## src/rtl/ascon_aead128a_ctrl.sv

```systemverilog
// ascon_aead128a_ctrl
//   Ascon-128a AEAD sequencer wrapped around an external multicycle
//   permutation core. Holds the 320-bit state {x0,x1,x2,x3,x4}. Runs the
//   initialization, associated-data absorb, plaintext encrypt and
//   finalization phases. Block streams use valid/ready handshakes.
//
// Optional build macro: ASCON_DECRYPT_EN adds the `decrypt` input. When it
//   is set, ct_data carries recovered plaintext and the rate is overwritten
//   with the incoming ciphertext.
//
// Ports
//   clk, rst                 clock, asynchronous active-high reset
//   start, key, nonce,       operation launch; sampled only in IDLE
//   has_ad (, decrypt)
//   ad_valid/ad_ready,       pre-padded associated data blocks
//   ad_data, ad_last
//   pt_valid/pt_ready,       pre-padded plaintext blocks
//   pt_data, pt_last
//   ct_valid/ct_ready,       ciphertext blocks, held stable while stalled
//   ct_data
//   tag_valid, tag           one-cycle tag pulse; tag held until next start
//   busy, err                FSM not idle; sticky watchdog error
//   perm_en_p12/perm_en_p8   permutation request (round count select)
//   perm_s_o/perm_s_i        state to/from the core; perm_done completion
module ascon_aead128a_ctrl #(
    parameter logic [63:0] IV          = 64'h80800c0800000000,
    parameter int unsigned WDOG_CYCLES = 0
) (
    input  logic         clk,
    input  logic         rst,
    input  logic         start,
    input  logic [127:0] key,
    input  logic [127:0] nonce,
    input  logic         has_ad,
`ifdef ASCON_DECRYPT_EN
    input  logic         decrypt,
`endif
    input  logic         ad_valid,
    output logic         ad_ready,
    input  logic [127:0] ad_data,
    input  logic         ad_last,
    input  logic         pt_valid,
    output logic         pt_ready,
    input  logic [127:0] pt_data,
    input  logic         pt_last,
    output logic         ct_valid,
    input  logic         ct_ready,
    output logic [127:0] ct_data,
    output logic         tag_valid,
    output logic [127:0] tag,
    output logic         busy,
    output logic         err,
    output logic         perm_en_p12,
    output logic         perm_en_p8,
    output logic [319:0] perm_s_o,
    input  logic [319:0] perm_s_i,
    input  logic         perm_done
);

    typedef enum logic [3:0] {
        S_IDLE, S_INIT_P, S_AD_WAIT, S_AD_P, S_DSEP,
        S_PT_WAIT, S_CT_OUT, S_PT_P, S_FIN_P
    } state_t;

    localparam int unsigned WDOG_LIM = (WDOG_CYCLES == 0) ? 1 : WDOG_CYCLES;

    state_t         state_q, state_d;
    logic [319:0]   s_q, s_d;
    logic [127:0]   key_q, key_d;
    logic [127:0]   ct_q, ct_d;
    logic [127:0]   tag_q, tag_d;
    logic           has_ad_q, has_ad_d;
    logic           ad_last_q, ad_last_d;
    logic           pt_last_q, pt_last_d;
    logic           tag_valid_q, tag_valid_d;
    logic           err_q, err_d;
    logic [31:0]    wdog_q, wdog_d;
`ifdef ASCON_DECRYPT_EN
    logic           dec_q, dec_d;
`endif

    logic           perm_active;
    logic           wdog_expire;
    logic [127:0]   c_blk;

    assign perm_active = (state_q == S_INIT_P) || (state_q == S_AD_P) ||
                         (state_q == S_PT_P)   || (state_q == S_FIN_P);
    // Count only cycles spent waiting; a done in the final allowed cycle wins.
    assign wdog_expire = (WDOG_CYCLES != 0) && perm_active && !perm_done &&
                         (wdog_q == 32'(WDOG_LIM - 1));
    assign c_blk       = s_q[319:192] ^ pt_data;

    // Requests decode straight from the state register so an asynchronous
    // reset removes them immediately.
    assign perm_en_p12 = (state_q == S_INIT_P) || (state_q == S_FIN_P);
    assign perm_en_p8  = (state_q == S_AD_P)   || (state_q == S_PT_P);
    assign perm_s_o    = s_q;
    assign ad_ready    = (state_q == S_AD_WAIT);
    assign pt_ready    = (state_q == S_PT_WAIT);
    assign ct_valid    = (state_q == S_CT_OUT);
    assign ct_data     = ct_q;
    assign tag_valid   = tag_valid_q;
    assign tag         = tag_q;
    assign busy        = (state_q != S_IDLE);
    assign err         = err_q;

    always_comb begin
        state_d     = state_q;
        s_d         = s_q;
        key_d       = key_q;
        ct_d        = ct_q;
        tag_d       = tag_q;
        has_ad_d    = has_ad_q;
        ad_last_d   = ad_last_q;
        pt_last_d   = pt_last_q;
        tag_valid_d = 1'b0;
        err_d       = err_q;
        wdog_d      = (perm_active && !perm_done) ? wdog_q + 32'd1 : 32'd0;
`ifdef ASCON_DECRYPT_EN
        dec_d       = dec_q;
`endif
        case (state_q)
            S_IDLE: begin
                if (start) begin
                    s_d      = {IV, key, nonce};
                    key_d    = key;
                    has_ad_d = has_ad;
                    err_d    = 1'b0;
                    tag_d    = '0;
`ifdef ASCON_DECRYPT_EN
                    dec_d    = decrypt;
`endif
                    state_d  = S_INIT_P;
                end
            end
            S_INIT_P: begin
                if (perm_done) begin
                    s_d     = perm_s_i ^ {192'b0, key_q};
                    state_d = has_ad_q ? S_AD_WAIT : S_DSEP;
                end
            end
            S_AD_WAIT: begin
                if (ad_valid) begin
                    s_d[319:192] = s_q[319:192] ^ ad_data;
                    ad_last_d    = ad_last;
                    state_d      = S_AD_P;
                end
            end
            S_AD_P: begin
                if (perm_done) begin
                    s_d     = perm_s_i;
                    state_d = ad_last_q ? S_DSEP : S_AD_WAIT;
                end
            end
            S_DSEP: begin
                s_d[0]  = ~s_q[0];
                state_d = S_PT_WAIT;
            end
            S_PT_WAIT: begin
                if (pt_valid) begin
`ifdef ASCON_DECRYPT_EN
                    // Decryption continues from the received ciphertext.
                    s_d[319:192] = dec_q ? pt_data : c_blk;
`else
                    s_d[319:192] = c_blk;
`endif
                    ct_d      = c_blk;
                    pt_last_d = pt_last;
                    state_d   = S_CT_OUT;
                end
            end
            S_CT_OUT: begin
                if (ct_ready) begin
                    if (pt_last_q) begin
                        // Key goes into x2,x3 ahead of the final p12.
                        s_d[191:64] = s_q[191:64] ^ key_q;
                        state_d     = S_FIN_P;
                    end else begin
                        state_d = S_PT_P;
                    end
                end
            end
            S_PT_P: begin
                if (perm_done) begin
                    s_d     = perm_s_i;
                    state_d = S_PT_WAIT;
                end
            end
            S_FIN_P: begin
                if (perm_done) begin
                    s_d         = perm_s_i;
                    tag_d       = perm_s_i[127:0] ^ key_q;
                    tag_valid_d = 1'b1;
                    state_d     = S_IDLE;
                end
            end
            default: state_d = S_IDLE;
        endcase
        if (wdog_expire) begin
            err_d       = 1'b1;
            tag_valid_d = 1'b0;
            wdog_d      = 32'd0;
            state_d     = S_IDLE;
        end
    end

    always_ff @(posedge clk or posedge rst) begin
        if (rst) begin
            state_q     <= S_IDLE;
            s_q         <= '0;
            key_q       <= '0;
            ct_q        <= '0;
            tag_q       <= '0;
            has_ad_q    <= 1'b0;
            ad_last_q   <= 1'b0;
            pt_last_q   <= 1'b0;
            tag_valid_q <= 1'b0;
            err_q       <= 1'b0;
            wdog_q      <= '0;
`ifdef ASCON_DECRYPT_EN
            dec_q       <= 1'b0;
`endif
        end else begin
            state_q     <= state_d;
            s_q         <= s_d;
            key_q       <= key_d;
            ct_q        <= ct_d;
            tag_q       <= tag_d;
            has_ad_q    <= has_ad_d;
            ad_last_q   <= ad_last_d;
            pt_last_q   <= pt_last_d;
            tag_valid_q <= tag_valid_d;
            err_q       <= err_d;
            wdog_q      <= wdog_d;
`ifdef ASCON_DECRYPT_EN
            dec_q       <= dec_d;
`endif
        end
    end

endmodule
```

## config.mk

```make
export PLATFORM = sky130hd
export DESIGN_NAME = ascon_aead128a_ctrl
export DESIGN_NICKNAME = d
export VERILOG_FILES = /design/src/rtl/ascon_aead128a_ctrl.sv
export SDC_FILE = /design/constraint.sdc
export NUM_CORES = 2
export LEC_CHECK = 0
export CORE_AREA = 3 3 548 550
export DETAILED_ROUTE_END_ITERATION = 6
export DIE_AREA = 0 0 551 553
export PLACE_DENSITY_LB_ADDON = 0.08
export SKIP_LAST_GASP = 1
export SLEW_MARGIN = 20
export SYNTH_ARGS = -nofsm -noshare
export SYNTH_HDL_FRONTEND = slang
export SYNTH_SLANG_ARGS = --single-unit
```

## constraint.sdc

```tcl
create_clock -name clk -period 32.6 [get_ports clk]
set_input_delay 6.52 -clock clk [delete_from_list [all_inputs] [get_ports clk]]
set_output_delay 6.52 -clock clk [all_outputs]
set_load 0.05 [all_outputs]
```

**Word level (Yosys, flattened, before mapping)**

Cells that the tools add are included.
Widths: inputs -> output; s select.

- Flip-flop bits (word level): 712
- Input bits: 842
- Output and inout bits: 584
- Word-level logic and storage cells: 83

- Eq/ne operators: 18
- Mux-type cells: 28
- Bitwise logic cells: 6
- Reductions and logical operators: 19

Operators by type and width:

| kind | count |
|---|---|
| $mux 320 | 3 |
| $mux 128 | 6 |
| $pmux 128 s5 | 1 |
| $pmux 128 s4 | 1 |
| $xor 128x128->128 | 4 |
| $xor 320x128->320 | 1 |
| $pmux 128 s2 | 1 |
| $pmux 63 s3 | 1 |
| $mux 4 | 9 |
| $pmux 4 s9 | 1 |
| $eq 4x3->1 const B | 4 |
| $ne 2x2->1 const B | 7 |
| $reduce_and 6->1 | 2 |
| $reduce_bool 4->1 | 3 |
| $eq 4x2->1 const B | 2 |
| $reduce_and 4->1 | 2 |
| $reduce_and 8->1 | 1 |
| $mux 3 | 2 |
| $ne 2x1->1 const B | 3 |
| $reduce_and 2->1 | 3 |
| $reduce_bool 5->1 | 1 |
| $eq 4x1->1 const B | 1 |
| $eq 4x4->1 const B | 1 |
| $logic_not 4->1 | 1 |
| 8 further kinds | 10 |

**Logic depth before layout (Yosys ltp)**

- Word-level depth: 4
- Depth in mapped cells: 11
- Depth with buffers taken out: 7

**Least setup slack after synthesis**

OpenSTA, ideal clock, no wires.

- Path type: flip-flop to output port
- From: reg state_q[0]
- To: out perm_en_p12
- Data arrival time: 1.913 ns
- Data required time: 26.080 ns
- Path slack: 24.167 ns
- Stages on the path, launching flop included: 6
- Buffers on the path: 3
- Cell sequence: dfrtp_1 -> buf_4 -> or4b_1 -> buf_2 -> clkbuf_1 -> nand2_1

- Word-level cells in the longest chain between the ends: 2
- Elaborated cells on any way between the ends: 3
- Classes of those cells: eq/ne (2); reduce/logical (1)

RTL lines:

| element | line | RTL |
|---|---|---|
| start: declaration | 67 | `state_t state_q, state_d;` |
| start signal: assignment | 224 | `state_q <= state_d;` |
| $eq 4x1->1 or $eq 4x4->1 (tied branches) | 95 | `assign perm_en_p12 = (state_q == S_INIT_P) \|\| (state_q == S_FIN_P);` |
| $logic_or 1x1->1 * | 95 |  |
| end: declaration | 53 | `output logic perm_en_p12,` |

Mark *: on every way between the ends. The rest lies on a longest branch, timed or not.

**Final worst setup path**

- From: reg state_q[2]
- To: out pt_ready

- Word-level cells in the longest chain between the ends: 1

RTL lines:

| element | line | RTL |
|---|---|---|
| $eq 4x3->1 | 99 | `assign pt_ready = (state_q == S_PT_WAIT);` |
| end: declaration | 43 | `output logic pt_ready,` |

No other way between the ends.

==> flow_summary.ini <==
[run_status]
status = finished clean

[synthesis]
avgSynthCellArea_sq_um = 9.64
synthAdderAreaFrac_pct = 0
muxShareOfSynthArea_pct = 3.81
yosysUniqueCellTypes = 58
seq_area_frac_synth_pct = 45.4
synthCells = 4071
syn_nets = 4913
yosys_most_used_dff = dfrtp_1
synth_compound_area_share_pct = 27.3
yosys_warnings = 0
ys_top_cells_by_area = dfrtp_1 (45%), xnor2_1 (6.9%), a221oi_1 (4.4%), mux2_2 (3.8%), nand2_1 (3.7%)
syn_area_sq_um = 39300
synth-simple-area-share_pct = 10.3
async_flop_share_pct = 100
netlist.area_leader.share_pct = 45.4
synth_top_family_by_area = compound AO/OA/AOI/OAI gates
synthXorXnorAreaFrac_pct = 8.34
ys_ff_latch = 712
yosysTopAreaCell = dfrtp_1
synth_edf_count = 0

[clocking]
cts.sinks = 712
postCtsSetupBuffers = 0
cts_resized = 0
insertion_delay_ps = 830
cts_buffers = 110
clock_path_buffers = 4
clk_pin_slew_ps = 60
cts_hold_buf = 0
htree_levels = 3
root_buffer = clkbuf_16
cts_tree = yes

[setup_path]
cpPeakStageDelay_ps = 910
required_ps = 26080
critPathKind = reg2out
crit_arrival_ps = 4640
endpoint_kind = primary output
cp_num_buf_inv = 3
cp_max_fo = 49
cp_cell_sequence = buf_4 > nand4bb_4 > inv_6 > clkdlybuf4s50_1
cp_slowest_cell = clkdlybuf4s50_1
crit_family = buffers and inverters
critPathLaunchType = flop

[timing]
period_share_pct = 34.2
setup_tns_ps = 0
hold_slack_ps = 473
finalHoldViolations = 0
max_freq_mhz = 89.6
worst_slack_ps = 21440
rsz0062_at_grt = false
drv_slew = 0
fin_crit_ps = 11160
worst_pin_slew_ps = 1200
setup_violations = 0
slew_headroom_pct = 20.3
clock_skew_ps = 74.8

[floorplan]
rows = 200
die-area_sq_um = 305000
initial_utilization_pct = 13.2
ioPinCount = 1426
core_area_sq_um = 296000
fp.dieW_um = 551
die_h_um = 553

[grt]
grt_max_degree = 190
grt_pass1_wl_mm = 395
antenna_found_initial = 198
overflow = 0
grt_pass1_vias = 40600
grt_usage_pct = 18.9

[finish]
drive_gt1_share_pct = 8.57
fin_area_sq_um = 61300
fin_nets = 6148
area_growth_pct = 56.2
fin_cells = 9390
fin_util_pct = 20.7

[placement]
io_buffers = 1424
placed_area_sq_um = 57500
routabilityCongestion = 0.810
preCtsSetupSlack_ps = 22000
hpwlAfterDp_mm = 227
placedCellCount = 9133

[power_and_ir_drop]
leakagePower_nw = 22.7
p_per_area_nw_per_um2 = 117
max-vdd-ir-drop_mv = 0.0939
report.power.total_mw = 7.15

[routing]
wl_per_cell_um = 32.0
num_vias = 40200
drtIter0Drc = 3092
ant_nets = 0
wl_met1_mm = 116
drc = 0
dr.pass1.iters = 6
highest_layer = met5
drt-total-wl_mm = 301
wl_met2_mm = 145
route.met3.wl_mm = 28.9
avgViaCountPerCell = 4.28

[run]
drv_cap = 0

[hold_path]
min_path_type = reg2reg
placed cells by master, fill, tap and decap left out, types with 77 or more instances in the layout:
cell type,count
nand2_1,387
o21ai_0,249
clkdlybuf4s50_1,1424
o21ai_1,148
a221oi_1,196
a21oi_1,274
mux2_2,132
xnor2_1,309
clkbuf_16,113
o31ai_1,129
nor2_1,270
dfrtp_1,708
nand2b_1,77
per-layer routing:
layer,global-route usage (%),vias up
met2,32.2,1643
met3,7.52,485
met4,5.88,110
li1,-,17800
met1,21.4,20200
met5,0,-
logic make-up after synthesis:
family | after synthesis
AOI/OAI and AO/OA | 1520
xor gates and xnor gates | 374
buffers and inverters | 436
DFF | 712
muxes | 133
other | 1
and+or+nand+nor | 895
path summary, 6_finish.rpt:
path,start,end,slack (ps),cells after the start
worst max-delay path,state_q[2]$_DFFE_PP0P_,pt_ready,21440,4
worst min-delay path,tag[56]$_DFFE_PP0P_,tag[56]$_DFFE_PP0P_,470,2
worst max register to register,state_q[2]$_DFFE_PP0P_,ct_data[41]$_DFFE_PP0P_,26310,8
worst min register to register,tag[56]$_DFFE_PP0P_,tag[56]$_DFFE_PP0P_,470,2
max in group asynchronous,rst,perm_s_o[112]$_DFFE_PP0P_,23210,5
min in group asynchronous,rst,ct_data[111]$_DFFE_PP0P_,6250,2
registers in the layout (all words and copies together) (netlist names):
name       count
perm_s_o     320
tag_valid      1
ct_data      128
state_q        4
key_q        128
has_ad_q       1
ad_last_q      1
pt_last_q      1
tag          128
final cells by class:
cell class	count	area, sq um
fill	32500	235000
multi-input combinational	2923	19700
sequential	712	17800
timing repair buffer	1488	14800
tap	3939	4930
clock buffer	173	3370
inverter	71	287
clock inverter	24	258
antenna	60	150
cells in the mapped netlist, drive strengths merged, types with 64 or more instances:
master    n
o221a    64
a22o     64
clkbuf  207
a221o    64
nand2   391
buf     158
nor2    272
o21ai   398
a222oi   64
o221ai   64
dfrtp   712
xor2     65
mux2    132
nand2b   79
a21oi   275
or3      64
inv      71
a221oi  196
o31ai   129
o22ai    64
xnor2   309
worst min-delay path, cell delays in order (launching register included):
cell and delay (ps):
dfrtp_1 340, nand2_1 50, o31ai_1 50
power by group:
group | internal, mW | switching, mW | total, mW
clock | 0.742 | 0.503 | 1.24
sequential | 1.25 | 0.494 | 1.75
combinational | 1.41 | 2.75 | 4.16
total | 3.41 | 3.74 | 7.15
No activity file was read; power rests on OpenSTA's default activity.
